`config.mk`:
```
export PLATFORM = sky130hd
export DESIGN_NAME = hazard_ctrl_flat
export DESIGN_NICKNAME = d
export VERILOG_FILES = /design/src/rtl/hazard_ctrl_if.sv /design/src/rtl/hazard_ctrl.sv /design/src/flat_wrapper.sv
export SDC_FILE = /design/constraint.sdc
export NUM_CORES = 1
export LEC_CHECK = 0
export CAP_MARGIN = 20
export CORE_MARGIN = 1
export CORE_UTILIZATION = 37
export DETAILED_ROUTE_END_ITERATION = 8
export GPL_ROUTABILITY_DRIVEN = 1
export PLACE_DENSITY = 0.73
export SLEW_MARGIN = 40
export SYNTH_ARGS = -nofsm -noshare
export SYNTH_HDL_FRONTEND = slang
export SYNTH_SLANG_ARGS = --single-unit
export TNS_END_PERCENT = 20
```
`constraint.sdc`:
```
create_clock -name clk -period 4.15 [get_ports clk]
set_input_delay 0.415 -clock clk [delete_from_list [all_inputs] [get_ports clk]]
set_output_delay 0.415 -clock clk [all_outputs]
set_load 0.1 [all_outputs]
```
`src/rtl/hazard_ctrl_if.sv`:
```
// Hazard controller bus: hazard inputs from the pipeline, stage strobes and
// performance/timeout status back out.
interface hazard_ctrl_if #(
  parameter int CNT_W = 32
);
  logic [4:0]       id_rs1;
  logic [4:0]       id_rs2;
  logic             id_rs1_used;
  logic             id_rs2_used;
  logic [4:0]       ex_rd;
  logic             ex_mem_read;
  logic             mem_taken;
  logic             mem_req;
  logic             dmem_ready;
  logic             pc_write;
  logic             if_id_valid;
  logic             if_id_flush;
  logic             id_ex_valid;
  logic             id_ex_flush;
  logic             ex_mem_valid;
  logic             ex_mem_flush;
  logic             mem_wb_valid;
  logic             mem_wb_flush;
  logic             mem_timeout;
  logic [CNT_W-1:0] stall_cycles;
  logic [CNT_W-1:0] flush_events;

  modport master (
    output id_rs1, id_rs2, id_rs1_used, id_rs2_used, ex_rd, ex_mem_read,
           mem_taken, mem_req, dmem_ready,
    input  pc_write, if_id_valid, if_id_flush, id_ex_valid, id_ex_flush,
           ex_mem_valid, ex_mem_flush, mem_wb_valid, mem_wb_flush,
           mem_timeout, stall_cycles, flush_events
  );

  modport slave (
    input  id_rs1, id_rs2, id_rs1_used, id_rs2_used, ex_rd, ex_mem_read,
           mem_taken, mem_req, dmem_ready,
    output pc_write, if_id_valid, if_id_flush, id_ex_valid, id_ex_flush,
           ex_mem_valid, ex_mem_flush, mem_wb_valid, mem_wb_flush,
           mem_timeout, stall_cycles, flush_events
  );
endinterface

```
`src/rtl/hazard_ctrl.sv`:
```
// Five-stage pipeline hazard/stall controller: memory wait, MEM-resolved
// redirect and load-use, plus memory-wait timeout and saturating perf counters.
module hazard_ctrl #(
  parameter int TIMEOUT = 64,
  parameter int CNT_W   = 32
) (
  input  logic         clk,
  input  logic         reset,
  hazard_ctrl_if.slave bus
);

  typedef enum logic {RUN, MWAIT} state_t;

  localparam logic [15:0] TIMEOUT_C  = 16'(TIMEOUT);
  localparam logic [15:0] TIMEOUT_M1 = 16'(TIMEOUT - 1);
  localparam logic [CNT_W-1:0] CNT_MAX = {CNT_W{1'b1}};

  state_t           r_state;
  logic [15:0]      r_wait_cnt;
  logic             r_mem_timeout;
  logic [CNT_W-1:0] r_stall_cycles;
  logic [CNT_W-1:0] r_flush_events;

  logic w_mem_stall;
  logic w_redirect;
  logic w_src_match;
  logic w_load_use;
  logic w_run;

  // A memory stall masks everything below it; a redirect held by the stall
  // stays in MEM and fires on the cycle the access completes.
  assign w_mem_stall = bus.mem_req & ~bus.dmem_ready;
  assign w_redirect  = bus.mem_taken & ~w_mem_stall;
  assign w_src_match = (bus.id_rs1_used & (bus.id_rs1 == bus.ex_rd)) |
                       (bus.id_rs2_used & (bus.id_rs2 == bus.ex_rd));
  assign w_load_use  = bus.ex_mem_read & (bus.ex_rd != 5'd0) & w_src_match &
                       ~w_mem_stall & ~w_redirect;
  assign w_run       = ~reset;

  assign bus.pc_write     = w_run & ~w_mem_stall & ~w_load_use;
  assign bus.if_id_valid  = w_run & ~w_mem_stall & ~w_load_use;
  assign bus.if_id_flush  = w_run & w_redirect;
  assign bus.id_ex_valid  = w_run & ~w_mem_stall;
  assign bus.id_ex_flush  = w_run & (w_redirect | w_load_use);
  assign bus.ex_mem_valid = w_run & ~w_mem_stall;
  assign bus.ex_mem_flush = w_run & w_redirect;
  assign bus.mem_wb_valid = w_run;
  assign bus.mem_wb_flush = w_run & w_mem_stall;

  assign bus.mem_timeout  = r_mem_timeout;
  assign bus.stall_cycles = r_stall_cycles;
  assign bus.flush_events = r_flush_events;

  always_ff @(posedge clk or posedge reset) begin
    if (reset) begin
      r_state       <= RUN;
      r_wait_cnt    <= 16'd0;
      r_mem_timeout <= 1'b0;
    end else begin
      case (r_state)
        RUN: begin
          if (w_mem_stall) begin
            r_state    <= MWAIT;
            r_wait_cnt <= 16'd1;
          end
        end
        MWAIT: begin
          if (!w_mem_stall) begin
            r_state    <= RUN;
            r_wait_cnt <= 16'd0;
          end else if (r_wait_cnt < TIMEOUT_C) begin
            r_wait_cnt <= r_wait_cnt + 16'd1;
          end
        end
        default: begin
          r_state    <= RUN;
          r_wait_cnt <= 16'd0;
        end
      endcase
      if (w_mem_stall && (r_wait_cnt == TIMEOUT_M1))
        r_mem_timeout <= 1'b1;
    end
  end

  always_ff @(posedge clk or posedge reset) begin
    if (reset) begin
      r_stall_cycles <= '0;
      r_flush_events <= '0;
    end else begin
      if ((w_mem_stall || w_load_use) && (r_stall_cycles != CNT_MAX))
        r_stall_cycles <= r_stall_cycles + 1'b1;
      if (w_redirect && (r_flush_events != CNT_MAX))
        r_flush_events <= r_flush_events + 1'b1;
    end
  end

endmodule

```
`src/flat_wrapper.sv`:
```
// flat-port wrapper written by rule: the top's interface ports become plain ports
module hazard_ctrl_flat 
#(
  parameter int TIMEOUT = 64,
  parameter int CNT_W   = 32
)
  (clk, reset, bus_id_rs1, bus_id_rs2, bus_id_rs1_used, bus_id_rs2_used, bus_ex_rd, bus_ex_mem_read, bus_mem_taken, bus_mem_req, bus_dmem_ready, bus_pc_write, bus_if_id_valid, bus_if_id_flush, bus_id_ex_valid, bus_id_ex_flush, bus_ex_mem_valid, bus_ex_mem_flush, bus_mem_wb_valid, bus_mem_wb_flush, bus_mem_timeout, bus_stall_cycles, bus_flush_events);
  hazard_ctrl_if #(.CNT_W(CNT_W)) bus_i ();
  input  logic clk;
  input  logic reset;
  input wire logic [$bits(bus_i.id_rs1)-1:0] bus_id_rs1;
  input wire logic [$bits(bus_i.id_rs2)-1:0] bus_id_rs2;
  input wire logic [$bits(bus_i.id_rs1_used)-1:0] bus_id_rs1_used;
  input wire logic [$bits(bus_i.id_rs2_used)-1:0] bus_id_rs2_used;
  input wire logic [$bits(bus_i.ex_rd)-1:0] bus_ex_rd;
  input wire logic [$bits(bus_i.ex_mem_read)-1:0] bus_ex_mem_read;
  input wire logic [$bits(bus_i.mem_taken)-1:0] bus_mem_taken;
  input wire logic [$bits(bus_i.mem_req)-1:0] bus_mem_req;
  input wire logic [$bits(bus_i.dmem_ready)-1:0] bus_dmem_ready;
  output wire logic [$bits(bus_i.pc_write)-1:0] bus_pc_write;
  output wire logic [$bits(bus_i.if_id_valid)-1:0] bus_if_id_valid;
  output wire logic [$bits(bus_i.if_id_flush)-1:0] bus_if_id_flush;
  output wire logic [$bits(bus_i.id_ex_valid)-1:0] bus_id_ex_valid;
  output wire logic [$bits(bus_i.id_ex_flush)-1:0] bus_id_ex_flush;
  output wire logic [$bits(bus_i.ex_mem_valid)-1:0] bus_ex_mem_valid;
  output wire logic [$bits(bus_i.ex_mem_flush)-1:0] bus_ex_mem_flush;
  output wire logic [$bits(bus_i.mem_wb_valid)-1:0] bus_mem_wb_valid;
  output wire logic [$bits(bus_i.mem_wb_flush)-1:0] bus_mem_wb_flush;
  output wire logic [$bits(bus_i.mem_timeout)-1:0] bus_mem_timeout;
  output wire logic [$bits(bus_i.stall_cycles)-1:0] bus_stall_cycles;
  output wire logic [$bits(bus_i.flush_events)-1:0] bus_flush_events;
  assign bus_i.id_rs1 = bus_id_rs1;
  assign bus_i.id_rs2 = bus_id_rs2;
  assign bus_i.id_rs1_used = bus_id_rs1_used;
  assign bus_i.id_rs2_used = bus_id_rs2_used;
  assign bus_i.ex_rd = bus_ex_rd;
  assign bus_i.ex_mem_read = bus_ex_mem_read;
  assign bus_i.mem_taken = bus_mem_taken;
  assign bus_i.mem_req = bus_mem_req;
  assign bus_i.dmem_ready = bus_dmem_ready;
  assign bus_pc_write = bus_i.pc_write;
  assign bus_if_id_valid = bus_i.if_id_valid;
  assign bus_if_id_flush = bus_i.if_id_flush;
  assign bus_id_ex_valid = bus_i.id_ex_valid;
  assign bus_id_ex_flush = bus_i.id_ex_flush;
  assign bus_ex_mem_valid = bus_i.ex_mem_valid;
  assign bus_ex_mem_flush = bus_i.ex_mem_flush;
  assign bus_mem_wb_valid = bus_i.mem_wb_valid;
  assign bus_mem_wb_flush = bus_i.mem_wb_flush;
  assign bus_mem_timeout = bus_i.mem_timeout;
  assign bus_stall_cycles = bus_i.stall_cycles;
  assign bus_flush_events = bus_i.flush_events;
  hazard_ctrl #(.TIMEOUT(TIMEOUT), .CNT_W(CNT_W)) u_core (.clk(clk), .reset(reset), .bus(bus_i));
endmodule
```
## Yosys cells after proc, flatten, opt, wreduce, memory -nomap -nowiden

Cells that the tools add are included.

| word-level totals | value |
|---|---|
| bits of input ports | 23 |
| word-level logic and storage cells | 48 |
| register bits | 82 |
| output and inout port bits | 74 |

| cells by class | value |
|---|---|
| $add $sub $neg | 3 |
| order comparisons | 1 |
| equality and inequality tests | 7 |
| reductions and logical operators | 6 |
| bitwise gates (word level) | 21 |
| mux-type cells | 5 |

Operators with widths:

| operator | count |
|---|---|
| adder 32 x 1 -> 32 bit, second input constant | 2 |
| != test 32 bit, second input constant | 2 |
| 2-to-1 mux 16 bit | 3 |
| case mux 16 bit (2 select lines) | 1 |
| adder 16 x 1 -> 16 bit, second input constant | 1 |
| == test 16 x 6 -> 1 bit, second input constant | 1 |
| less-than comparator 16 x 7 -> 1 bit, second input constant | 1 |
| AND 1 bit | 13 |
| == test 5 bit | 2 |
| NOT 1 bit | 6 |
| nonzero test 5 bit | 1 |
| logical AND 1 bit | 3 |
| != test 3 bit, second input constant | 1 |
| != test 2 x 1 -> 1 bit, second input constant | 1 |
| OR 1 bit | 2 |
| AND reduction 2 bit | 1 |
| logical OR 1 bit | 1 |
| 2-to-1 mux 1 bit | 1 |

## Longest topological paths before layout

| depth | value |
|---|---|
| depth in word-level cells | 8 |
| mapped depth | 7 |
| depth with buffers taken out | 7 |

## Worst setup path after synthesis

Ideal clock, no wire load.

| timing | value |
|---|---|
| path kind | input to output |
| start point | in bus_dmem_ready |
| end point | out bus_pc_write |
| path buffers | 1 |
| stages on the path | 5 |
| setup slack | -1.433 ns |
| data arrival time | 5.168 ns |
| data required time | 3.735 ns |
| cells stage by stage | nand2b_1 > clkinv_1 > nor2_1 > a21boi_0 > buf_4 |

RTL lines:

| item | line | text |
|---|---|---|
| from (decl) | flat_wrapper.sv:19 | `input wire logic [$bits(bus_i.dmem_ready)-1:0] bus_dmem_ready;` |
| NOT 1 bit | hazard_ctrl.sv:32 | `assign w_mem_stall = bus.mem_req & ~bus.dmem_ready;` |
| AND 1 bit | hazard_ctrl.sv:32 |  |
| named net u_core.w_mem_stall | hazard_ctrl.sv:24 | `logic w_mem_stall;` |
| NOT 1 bit | - |  |
| AND 1 bit | - |  |
| named net bus_ex_mem_valid | flat_wrapper.sv:25 | `output wire logic [$bits(bus_i.ex_mem_valid)-1:0] bus_ex_mem_valid;` |
| AND 1 bit | hazard_ctrl.sv:40 | `assign bus.pc_write = w_run & ~w_mem_stall & ~w_load_use;` |
| to (decl) | flat_wrapper.sv:20 | `output wire logic [$bits(bus_i.pc_write)-1:0] bus_pc_write;` |

The timed path passes the listed nets, and every way through them passes these cells.

## Worst setup path in the final report

| timing | value |
|---|---|
| start point | in bus_ex_rd[1] |
| end point | out bus_pc_write |

| on the way | value |
|---|---|
| cells in the longest elaborated chain, start to end | 8 |

RTL lines:

| item | line | text |
|---|---|---|
| from (decl) | flat_wrapper.sv:15 | `input wire logic [$bits(bus_i.ex_rd)-1:0] bus_ex_rd;` |
| == test 5 bit (on tied branches) | hazard_ctrl.sv:34, hazard_ctrl.sv:35 |  |
| AND 1 bit (on tied branches) | hazard_ctrl.sv:34, hazard_ctrl.sv:35 |  |
| OR 1 bit | hazard_ctrl.sv:34 | `assign w_src_match = (bus.id_rs1_used & (bus.id_rs1 == bus.ex_rd)) \|` |
| AND 1 bit (*) (2 in series) | hazard_ctrl.sv:36 | `assign w_load_use = bus.ex_mem_read & (bus.ex_rd != 5'd0) & w_src_match &` |
| AND 1 bit (*) | hazard_ctrl.sv:37 | `~w_mem_stall & ~w_redirect;` |
| NOT 1 bit (*) | hazard_ctrl.sv:40 |  |
| AND 1 bit (*) | hazard_ctrl.sv:40 |  |

Mark *: on every way between the ends. The rest lies on a longest branch, timed or not.

==> flow_metrics.env <==
export IMPL_status="completed"
export IMPL_layout_cells_most_common_list="82 x dfrtp_1, 66 x buf_2, 44 x nand2_1"
export IMPL_synth_edf_count=0
export IMPL_min_period_ps=2920
export IMPL_synth_warning_count=0
export IMPL_mostFrequentLayoutCell="dfrtp_1"
export IMPL_std_cell_rows=37
export IMPL_critPathRequiredTime_ps=3730
export IMPL_avgViaCountPerCell=5.03
export IMPL_cts_path_max_buffers=2
export IMPL_placement_cell_area_um2=4750
export IMPL_grt_start_max_net_pins=62
export IMPL_grtUsageMet2_pct=27.0
export IMPL_clk_pin_slew_ps=90
export IMPL_detail_route_first_pass_iterations=4
export IMPL_grt_antenna_before_repair=0
export IMPL_port_buffers=96
export IMPL_cts_setup_buffers=0
export IMPL_drt_antenna_violating_nets=0
export IMPL_remaining_drc_errors=0
export IMPL_diodes=0
export IMPL_layout_area_seq_um2=2050
export IMPL_tightestPinTransition_ps=669
export IMPL_cts_root_buf="clkbuf_8"
export IMPL_timing_critical_path_arrival_ps=2500
export IMPL_grt_overflow=0
export IMPL_finalHoldViolCount=0
export IMPL_timing_max_slew_rel_slack_pct=55.0
export IMPL_htree_levels=3
export IMPL_synth_distinct_cells=38
export IMPL_start_kind="input pin"
export IMPL_post_cts_resize_count=0
export IMPL_cts_tree="built"
export IMPL_drt_iter0_drcs=167
export IMPL_setup_tns_ps=0
export IMPL_fin_util_pct=47.8
export IMPL_setup_violations=0
export IMPL_path_class="input pin to output port"
export IMPL_totalWireLength_um=8960
export IMPL_gp_congestion=0.909
export IMPL_hold_path_class="input pin to async pin"
export IMPL_synth_net_count=416
export IMPL_routed_via_count=3200
export IMPL_track_usage_pct=17.4
export IMPL_multi_input_area_um2=1860
export IMPL_clock_sinks=82
export IMPL_core_area_um2=10400
export IMPL_min_period_over_period_pct=70.2
export IMPL_postCtsHoldBufs=0
export IMPL_final_layout_size_suffix_gt1_share_pct=21.0
export IMPL_die_area_um2=11200
export IMPL_num_nets_final=521
export IMPL_setup_repair_after_global_routing_missed_its_margin="false"
export IMPL_power_leakage_nw=2.49
export IMPL_power_density_cell_area_nw_per_um2=443
export IMPL_synth_ff_type="dfrtp_1"
export IMPL_gr_usage_met3_pct=3.34
export IMPL_start_util_pct=38.4
export IMPL_cts_buffers_inserted=9
export IMPL_synth_seq_area_share_pct=51.5
export IMPL_die_w_um=106
export IMPL_maxClockFrequency_ghz=0.343
export IMPL_fin_area_um2=4960
export IMPL_finalClockSkew_ps=20.2
export IMPL_hold_ws_ps=468
export IMPL_vdd_drop_max_uv=563
export IMPL_met1_usage_pct=23.5
export IMPL_first_pass_grt_wire_length_um=15400
export IMPL_synth_area_um2=3980
export IMPL_detail_route_wl_per_cell_um=14.1
export IMPL_category_of_the_worst_setup_path_capture_point="output port"
export IMPL_synthesis_instances=390
export IMPL_place_detailed_hpwl_um=6560
export IMPL_worstSkewPairLatency_ps=360
export IMPL_pre_cts_setup_slack_ps=1200
export IMPL_synthesis_area_per_instance_um2=10.2
export IMPL_filler_cell_count=1005
export IMPL_slew_viol_final=0
export IMPL_synth_seq_cells=82
export IMPL_io_pins=97
export IMPL_grt_most_used_layer="met2"
export IMPL_die_height_um=106
export IMPL_grt_pass1_vias=3143
export IMPL_critPathMaxFanout=3
export IMPL_syn2layout_area_growth_pct=24.4
export IMPL_timing_final_ws_setup_ps=1230
export IMPL_drv_cap=0
export IMPL_synth_async_sr_flop_share_pct=100
[kinds of logic (layout without fill, tap and decap cells)]
kind of cell,count (synthesis),in the layout,share of synthesized area (%)
buffers and inverters,14,124,1.98
flip-flops,82,82,51.5
multiplexers,5,5,1.41
AND/OR/NAND/NOR,197,197,25.4
XOR/XNOR,70,70,15.4
adder cells (fa/ha/maj),3,3,0.942
AO/OA/AOI/OAI,19,19,3.36
[metal layers]
metal,up-vias,wire (µm)
met4,0,176
met5,-,0
met2,75,4190
met1,1551,4190
li1,1560,-
met3,14,404
[flip-flops by register name (all words and copies together), names as in the netlist]
name                     cells
u_core.bus.mem_timeout       1
u_core.r_wait_cnt           16
u_core.r_state               1
u_core.bus.flush_events     32
u_core.bus.stall_cycles     32
[cell type report]
type | count | area share, %
inverters | 8 | 0.682
clock buffers | 9 | 2.50
well taps | 136 | 3.43
clock inverters | 7 | 1.54
multi-input cells | 294 | 37.4
flip-flops and latches | 82 | 41.4
repair buffers | 100 | 13.0
[critical path, cell delays in order]
cell and delay [ps]:
clkdlybuf4s50_1 480, or4_1 570, o21ai_1 260, nor2_1 140, a21boi_1 280, buf_4 350
[synth_stat cells, types with 2 or more instances]
| master | number | area, µm² |
|---|---|---|
| nor3_1 | 22 | 110 |
| nor2_1 | 34 | 128 |
| nor3b_1 | 2 | 15.0 |
| a22o_1 | 2 | 17.5 |
| and3_1 | 12 | 75.1 |
| xor2_1 | 42 | 368 |
| or4_1 | 3 | 22.5 |
| o21ai_0 | 7 | 35.0 |
| nand2b_1 | 3 | 18.8 |
| nand4_1 | 19 | 119 |
| nand3_1 | 26 | 130 |
| nor4_1 | 5 | 31.3 |
| mux2_2 | 4 | 45.0 |
| nor2b_1 | 10 | 62.6 |
| a21oi_1 | 2 | 10.0 |
| inv_1 | 7 | 26.3 |
| buf_4 | 3 | 22.5 |
| buf_6 | 2 | 22.5 |
| nand2_1 | 44 | 165 |
| and4_1 | 10 | 87.6 |
| xnor2_1 | 28 | 245 |
| ha_1 | 3 | 37.5 |
| o22ai_1 | 2 | 12.5 |
| or2_2 | 3 | 18.8 |
| dfrtp_1 | 82 | 2050 |
[power by group]
group	switching [mW]	internal, mW	total, mW
Clock	0.306	0.283	0.589
Combinational	0.546	0.129	0.674
Sequential	0.0758	0.855	0.931
[final timing paths]
kind,startpoint,endpoint,slack [ps],cells after the start
setup reg to reg,u_core.bus.flush_events[0],u_core.bus.flush_events[6],1760,7
hold reg to reg,u_core.bus.mem_timeout,u_core.bus.mem_timeout,470,1
min in group clk,u_core.bus.mem_timeout,u_core.bus.mem_timeout,470,1
max in group asynchronous,reset,u_core.bus.stall_cycles[1],2880,3
setup / recovery,bus_ex_rd[1],bus_pc_write,1230,6
hold / removal,reset,u_core.bus.flush_events[9],470,2
[stage by stage]
| stage | total power, mW | std cells |
|---|---|---|
| 6_report | 2.19 | 636 |
| 2_1_floorplan | 1.49 | 390 |
| 5_1_grt | 2.29 | 636 |
| 3_3_place_gp | 1.67 | 620 |
| 3_5_place_dp | 1.62 | 620 |
| 4_1_cts | 2.23 | 636 |
Power figures use the tool's default switching activity.
